==> config.mk <==
export PLATFORM = sky130hd
export DESIGN_NAME = multicycle_controller_flat
export DESIGN_NICKNAME = d
export VERILOG_FILES = /design/src/rtl/multicycle_controller_if.sv /design/src/rtl/multicycle_controller.sv /design/src/flat_wrapper.sv
export SDC_FILE = /design/constraint.sdc
export NUM_CORES = 1
export LEC_CHECK = 0
export CAP_MARGIN = 20
export CORE_MARGIN = 2
export CORE_UTILIZATION = 44
export DETAILED_ROUTE_END_ITERATION = 16
export PLACE_DENSITY = 0.78
export SYNTH_ARGS = -nofsm -noshare
export SYNTH_HDL_FRONTEND = slang
export SYNTH_SLANG_ARGS = --single-unit
export TNS_END_PERCENT = 50
==> constraint.sdc <==
create_clock -name clk -period 2.65 [get_ports clk]
set_clock_uncertainty 0.15 [all_clocks]
set_input_delay 0.265 -clock clk [delete_from_list [all_inputs] [get_ports clk]]
set_output_delay 0.265 -clock clk [all_outputs]
set_load 0.03 [all_outputs]
==> src/rtl/multicycle_controller_if.sv <==
// Memory-port handshake between the multicycle controller and the shared
// instruction/data memory.
//   mem_req      : controller requests an access, held until mem_ready
//   mem_we       : 1 = store, 0 = read
//   mem_addr_sel : address source, 0 = PC, 1 = ALU result
//   mem_ready    : memory accepted/completed the request this cycle
interface multicycle_controller_if;
  logic mem_req;
  logic mem_we;
  logic mem_addr_sel;
  logic mem_ready;

  modport master (
    output mem_req,
    output mem_we,
    output mem_addr_sel,
    input  mem_ready
  );

  modport slave (
    input  mem_req,
    input  mem_we,
    input  mem_addr_sel,
    output mem_ready
  );
endinterface

==> src/rtl/multicycle_controller.sv <==
// Sequencer for a shared-memory multicycle RV32I subset datapath
// (R-type ALU, I-type ALU, LW, SW). Fetches over one memory port, decodes
// the opcode, drives per-state datapath strobes and the immediate-format
// select, counts retired instructions and halts on unsupported opcodes.
// Ports:
//   clk, rst_n    : clock, asynchronous active-low reset
//   instr         : instruction-register output, valid from DECODE onward
//   mem           : memory handshake (req/we/addr_sel out, ready in)
//   ir_write      : load the instruction register
//   pc_write      : PC <= PC + 4
//   reg_write     : register-file write enable
//   wb_sel        : write-back source, 0 = ALU, 1 = memory data
//   alu_src_imm   : ALU operand B is the immediate
//   imm_sel       : immediate format, 100 = I-ALU, 010 = load, 001 = store
//   halted        : unsupported opcode seen (sticky until reset)
//   retired_count : instructions retired, wraps modulo 2^WORD_LENGTH
module multicycle_controller #(
  parameter int unsigned WORD_LENGTH = 32
) (
  input  logic                   clk,
  input  logic                   rst_n,
  input  logic [WORD_LENGTH-1:0] instr,
  multicycle_controller_if.master mem,
  output logic                   ir_write,
  output logic                   pc_write,
  output logic                   reg_write,
  output logic                   wb_sel,
  output logic                   alu_src_imm,
  output logic [2:0]             imm_sel,
  output logic                   halted,
  output logic [WORD_LENGTH-1:0] retired_count
);

  localparam logic [6:0] OP_R  = 7'b0110011;
  localparam logic [6:0] OP_I  = 7'b0010011;
  localparam logic [6:0] OP_LW = 7'b0000011;
  localparam logic [6:0] OP_SW = 7'b0100011;

  typedef enum logic [2:0] {
    S_RST,
    S_FETCH,
    S_DECODE,
    S_EXEC,
    S_MEM,
    S_WB,
    S_HALT
  } state_t;

  state_t     state_q;
  state_t     state_d;
  logic [6:0] opcode_q;
  logic [6:0] cur_op;
  logic       is_r;
  logic       is_i;
  logic       is_lw;
  logic       is_sw;
  logic       instr_unused;

  // Only the opcode field is consumed here.
  assign instr_unused = ^instr[WORD_LENGTH-1:7];

  // DECODE looks at the live instruction; later states use the latched copy.
  assign cur_op = (state_q == S_DECODE) ? instr[6:0] : opcode_q;
  assign is_r   = (cur_op == OP_R);
  assign is_i   = (cur_op == OP_I);
  assign is_lw  = (cur_op == OP_LW);
  assign is_sw  = (cur_op == OP_SW);

  always_ff @(posedge clk or negedge rst_n) begin
    if (!rst_n) begin
      state_q  <= S_RST;
      opcode_q <= '0;
    end else begin
      state_q <= state_d;
      if (state_q == S_DECODE) begin
        opcode_q <= instr[6:0];
      end
    end
  end

  always_ff @(posedge clk or negedge rst_n) begin
    if (!rst_n) begin
      retired_count <= '0;
    end else if (pc_write) begin
      retired_count <= retired_count + WORD_LENGTH'(1);
    end
  end

  always_comb begin
    state_d          = state_q;
    mem.mem_req      = 1'b0;
    mem.mem_we       = 1'b0;
    mem.mem_addr_sel = 1'b0;
    ir_write         = 1'b0;
    pc_write         = 1'b0;
    reg_write        = 1'b0;
    wb_sel           = 1'b0;
    alu_src_imm      = 1'b0;
    imm_sel          = 3'b000;
    halted           = 1'b0;

    if (state_q == S_DECODE || state_q == S_EXEC ||
        state_q == S_MEM    || state_q == S_WB) begin
      imm_sel = {is_i, is_lw, is_sw};
    end

    case (state_q)
      S_RST: begin
        state_d = S_FETCH;
      end
      S_FETCH: begin
        mem.mem_req = 1'b1;
        ir_write    = mem.mem_ready;
        if (mem.mem_ready) begin
          state_d = S_DECODE;
        end
      end
      S_DECODE: begin
        if (is_r || is_i || is_lw || is_sw) begin
          state_d = S_EXEC;
        end else begin
          state_d = S_HALT;
        end
      end
      S_EXEC: begin
        alu_src_imm = !is_r;
        if (is_r || is_i) begin
          state_d = S_WB;
        end else if (is_lw || is_sw) begin
          state_d = S_MEM;
        end else begin
          state_d = S_HALT;
        end
      end
      S_MEM: begin
        mem.mem_req      = 1'b1;
        mem.mem_addr_sel = 1'b1;
        mem.mem_we       = is_sw;
        if (mem.mem_ready) begin
          // A store retires on the memory handshake; a load still writes back.
          pc_write = is_sw;
          state_d  = is_sw ? S_FETCH : S_WB;
        end
      end
      S_WB: begin
        reg_write = 1'b1;
        pc_write  = 1'b1;
        wb_sel    = is_lw;
        state_d   = S_FETCH;
      end
      S_HALT: begin
        halted  = 1'b1;
        state_d = S_HALT;
      end
      default: begin
        state_d = S_HALT;
      end
    endcase
  end

endmodule

==> src/flat_wrapper.sv <==
// flat-port wrapper written by rule: the top's interface ports become plain ports
module multicycle_controller_flat 
#(
  parameter int unsigned WORD_LENGTH = 32
)
  (clk, rst_n, instr, ir_write, pc_write, reg_write, wb_sel, alu_src_imm, imm_sel, halted, retired_count, mem_mem_req, mem_mem_we, mem_mem_addr_sel, mem_mem_ready);
  multicycle_controller_if mem_i ();
  input  logic clk;
  input  logic rst_n;
  input  logic [WORD_LENGTH-1:0] instr;
  output logic ir_write;
  output logic pc_write;
  output logic reg_write;
  output logic wb_sel;
  output logic alu_src_imm;
  output logic [2:0] imm_sel;
  output logic halted;
  output logic [WORD_LENGTH-1:0] retired_count;
  output wire logic [$bits(mem_i.mem_req)-1:0] mem_mem_req;
  output wire logic [$bits(mem_i.mem_we)-1:0] mem_mem_we;
  output wire logic [$bits(mem_i.mem_addr_sel)-1:0] mem_mem_addr_sel;
  input wire logic [$bits(mem_i.mem_ready)-1:0] mem_mem_ready;
  assign mem_mem_req = mem_i.mem_req;
  assign mem_mem_we = mem_i.mem_we;
  assign mem_mem_addr_sel = mem_i.mem_addr_sel;
  assign mem_i.mem_ready = mem_mem_ready;
  multicycle_controller #(.WORD_LENGTH(WORD_LENGTH)) u_core (.clk(clk), .rst_n(rst_n), .instr(instr), .mem(mem_i), .ir_write(ir_write), .pc_write(pc_write), .reg_write(reg_write), .wb_sel(wb_sel), .alu_src_imm(alu_src_imm), .imm_sel(imm_sel), .halted(halted), .retired_count(retired_count));
endmodule
# After elaboration in Yosys (flattened, before gate mapping)
# Cells that the tools add are included.
[word_totals]
elab_cells = 47
ff_bits = 42
latchBits = 0
ramBits = 0
mem_count = 0
romBits = 0
[classes]
mul = 0
n_lt_le_gt_ge = 0
n_addsub = 1
mux = 19
shift = 0
n_bitwise = 0
n_eq_ne = 12
reduce_logical = 12
n_div = 0
[ops]
columns = ["operator", "n"]
rows = [
  ["$add A32 B1 Y32 const B", 1],
  ["$mux W3", 6],
  ["$pmux W3 S5", 1],
  ["$eq A7 B6 Y1 const B", 2],
  ["$eq A3 B3 Y1 const B", 3],
  ["$mux W1", 9],
  ["$eq A7 B2 Y1 const B", 1],
  ["$eq A7 B5 Y1 const B", 1],
  ["$logic_or A1 B1 Y1", 7],
  ["$mux W7", 1],
  ["$eq A3 B2 Y1 const B", 2],
  ["$ne A2 B2 Y1 const B", 2],
  ["$reduce_or A2 Y1", 2],
  ["$eq A3 B1 Y1 const B", 1],
  ["$logic_not A3 Y1", 1],
  ["$mux W2", 1],
  ["$pmux W1 S2", 1],
  ["$reduce_and A2 Y1", 1],
  ["$logic_not A1 Y1", 1],
]

# Depth between registers and ports, before layout
[logic_depth]
depth_word = 8
depth_mapped = 7
depth_no_buf = 6

# Worst setup path before layout
# OpenSTA, ideal clock, no wires.
[synth_path]
path_type = "register -> output"
startpoint = "register u_core.state_q[2]"
endpoint = "output mem_mem_we"
n_path_buf = 1
stages_incl_launch_ff = 7
path_slack_ns = 0.098
t_arrival_ns = 2.137
t_required_ns = 2.235
cell_sequence = "dfrtp_1 > buf_2 > nand2b_1 > nor2_2 > or3_1 > a21boi_0 > nor4_1"
[synth_via]
elab_chain_len = 4
elab_cells_between_ends = 5
classes_between = "3 x eq/ne; 2 x mux"
[synth_rtl]
columns = ["element", "line_no", "rtl"]
rows = [
  ["from (decl)", "multicycle_controller.sv:49", "state_t state_q;"],
  ["from (signal assigned)", "multicycle_controller.sv:74", "state_q <= state_d;"],
  ["$eq A3 B2 Y1", "multicycle_controller.sv:63", "assign cur_op = (state_q == S_DECODE) ? instr[6:0] : opcode_q;"],
  ["$mux W7", "n/a", ""],
  ["$eq A7 B6 Y1", "multicycle_controller.sv:67", "assign is_sw = (cur_op == OP_SW);"],
  ["$mux W1 (*)", "multicycle_controller.sv:107", "case (state_q)"],
  ["to (decl)", "flat_wrapper.sv:20", "output wire logic [$bits(mem_i.mem_we)-1:0] mem_mem_we;"],
]
# Every way passes the cells marked *; elsewhere a longest branch is shown, timed or not.

# Worst setup path after layout
[layout_path]
startpoint = "register u_core.state_q[0]"
endpoint = "output ir_write"
[layout_via]
elab_chain_len = 2
[layout_rtl]
columns = ["element", "line_no", "rtl"]
rows = [
  ["$eq A3 B1 Y1", "multicycle_controller.sv:107", ""],
  ["$mux W1", "multicycle_controller.sv:107", ""],
  ["to (decl)", "flat_wrapper.sv:11", "output logic ir_write;"],
]
# No other way between the ends.

==> flow_summary.toml <==
[status]
status = "finished clean"

[critical_path]
cp_slowest_cell = "clkdlybuf4s50_1"
crit_required_ns = 2.24
end_kind = "output pin"
cp_max_fo = 9
slowest_delay_ns = 0.75
path_cells = "buf_4 -> nand2_1 -> nor3_1 -> clkdlybuf4s50_1"
crit_path_start_kind = "flip-flop"
worst_r2r_path_depth = 6
path_class = "reg2out"
arrival_ns = 2.04

[power]
combPwrFrac_pct = 26.5
switchingPower_mw = 0.5249
p_leak_nw = 1.226
clkPwrFrac_pct = 23.4
finalPower_mw = 1.633
p_int_mw = 1.108
p_sw_share_pct = 32.14
peakVddDrop_mv = 0.3863
power_density_nw_per_um2 = 582.7
sequentialPowerShare_pct = 50.0

[synthesis]
ys_async_sr_fraction_pct = 100.0
netlist_instances = 182
synthDominantCellAreaShare_pct = 50.79
yosysMostFrequentCell = "dfrtp_1"
synth-edff-count = 0
synth_largest_area_cell = "dfrtp_1"
synth.net_count = 218
synth.ff_latch_count = 42
syn_area_per_cell_um2 = 11.37
ys_top_cells_by_count = "dfrtp_1, xnor2_1, nand3_1"
ys_top_cells_by_area = "dfrtp_1, xnor2_1, nand3_1"
yosys_warnings = 0
yosysSeqAreaShare_pct = 50.79
synth_area_um2 = 2069
synth-main-ff-cell = "dfrtp_1"
synthDistinctLibCells = 38

[sta]
finalSetupViolCount = 0
final-hold-violation-count = 0
slew_headroom_pct = 38.22
rsz0062_at_grt = "false"
worst_slew_pin_slew_ns = 0.9267
period_share_pct = 92.51
slew_viol_final = 0
min_period_ns = 2.451
max_clock_freq_ghz = 0.4079

[grt]
track_usage_pct = 18.23
overflow = 0
grt_max_degree = 43
grt_pass1_wl_um = 7541
grt_pass1_vias = 1630
antenna_found_initial = 0

[clock_tree]
numClockSinks = 42
cts_made_buffers = 5
htree_levels = 2
clk_path_buf_depth = 2
insertion_delay_ns = 0.29
cts_tree = "yes"
clkTransAtPathRegs_ns = 0.07
clockRootBuffer = "clkbuf_8"
cts_setup_buffers = 0

[floorplanning]
initial_core_util_pct = 46.57
core-area_um2 = 4444
rows = 24
die_y_um = 72.58
die-width_um = 72.58
fp.dieArea_um2 = 5268
ios = 79

[detailed_routing]
drt-total-wl_um = 4303
drc = 0
drt-pass1-iter-count = 4
drtIter0Drc = 100
vias = 1630
wl_per_cell_um = 14.20
viasPerCell = 5.380
drtAntennaViolNets = 0

[placed_design]
place_congestion = 0.7934
hpwl_um = 3240
portBuffers = 53

[layout]
syn_to_final_growth_pct = 35.43
final_core_util_pct = 63.06
diodes = 0
finalNetCount = 287
drive_gt1_share_pct = 15.94

[min_path]
hold_depth = 1
hold_path_class = "reg2reg"

[job]
max_cap_viol_count = 0
## cells in the final DEF, fill, tap and decap left out, drive strengths merged, types with 5 or more instances in the layout
master / instances
clkdlybuf4s50: 45
dfrtp: 42
xnor2: 28
nand3: 18
buf: 18
nand2: 15
nand4: 10
nor2: 10
mux2: 6
and3: 5
clkbuf: 5
nor3: 5
## logic make-up (layout without fill, tap and decap cells)
group,Yosys count,after routing,synth area share [%]
AOI/OAI and AO/OA,11,11,4.837
xor gates and xnor gates,32,32,13.54
adders and majority gates,1,1,0.6045
buffers and inverters,9,78,2.176
DFF,42,42,50.79
muxes,7,7,3.748
and+or+nand+nor,80,80,24.31
## critical path, delay by kind of cell, from the launching register on
family / cells / cell delay, ns
and+or+nand+nor: 2 / 0.34
buffers and inverters: 2 / 0.95
DFF: 1 / 0.46
## routing by layer
metal | up-vias | track usage [%] | part of all wire, %
li1 | 779 | - | -
met1 | 794 | 23.94 | 45
met2 | 51 | 29.49 | 49
met3 | 6 | 4.144 | 5.1
met4 | 0 | 6.996 | 1.4
met5 | - | 0 | 0
## cell type report
| class | instances | area, µm² |
|---|---|---|
| Tap cell | 52 | 65.06 |
| Clock inverter | 2 | 10.01 |
| Inverter | 4 | 15.01 |
| Sequential cell | 42 | 1051 |
| Clock buffer | 5 | 68.82 |
| Fill cell | 360 | 1642 |
| Multi-Input combinational cell | 131 | 973.4 |
| Timing Repair Buffer | 67 | 619.3 |
## path summary, 6_finish.rpt
path / startpoint / end / slack [ns]
max reg2reg: u_core.opcode_q[3]$_DFF_PN0_ / u_core.retired_count[31]$_DFFE_PN0P_ / 0.41
min reg2reg: u_core.retired_count[31]$_DFFE_PN0P_ / u_core.retired_count[31]$_DFFE_PN0P_ / 0.33
min in group asynchronous: rst_n / u_core.retired_count[17]$_DFFE_PN0P_ / 0.49
max: u_core.state_q[0]$_DFFE_PN0P_ / ir_write / 0.20
min: u_core.retired_count[31]$_DFFE_PN0P_ / u_core.retired_count[31]$_DFFE_PN0P_ / 0.33
max in group asynchronous: rst_n / u_core.retired_count[6]$_DFFE_PN0P_ / 1.27
## through the flow
stage	instances	area, µm²	setup TNS [ns]	hold WS (ns)	setup WS (ns)
2_1_floorplan	182	2069	0	-0.1806	0.09832
3_3_place_gp	295	2718	-0.04687	0.3055	-0.04687
3_5_place_dp	295	2718	-0.03211	0.3027	-0.03211
4_1_cts	303	2803	0	0.3384	0.1841
5_1_grt	303	2803	0	0.3493	0.04396
6_report	303	2803	0	0.3265	0.1986
## flip-flops by register name, indices dropped and copies added (netlist names)
register	cells
u_core.state_q	3
u_core.opcode_q	7
u_core.retired_count	32
## power groups by stage
| stage | Clock [mW] | Sequential [mW] | Combinational, mW |
|---|---|---|---|
| floorplan | 0 | 0.862 | 0.222 |
| global placement | 0 | 0.829 | 0.430 |
| detailed placement | 0 | 0.829 | 0.438 |
| CTS | 0.393 | 0.818 | 0.440 |
| global route | 0.418 | 0.831 | 0.473 |
| finish | 0.383 | 0.817 | 0.434 |
## what timing repair did
item,4_1_cts,5_1_grt
resized for setup,3,0
hold buffers,1,0
endpoints found under the hold margin,42,0
setup endpoints to repair,3,0
Note: power is estimated with default switching activity, not from simulation.
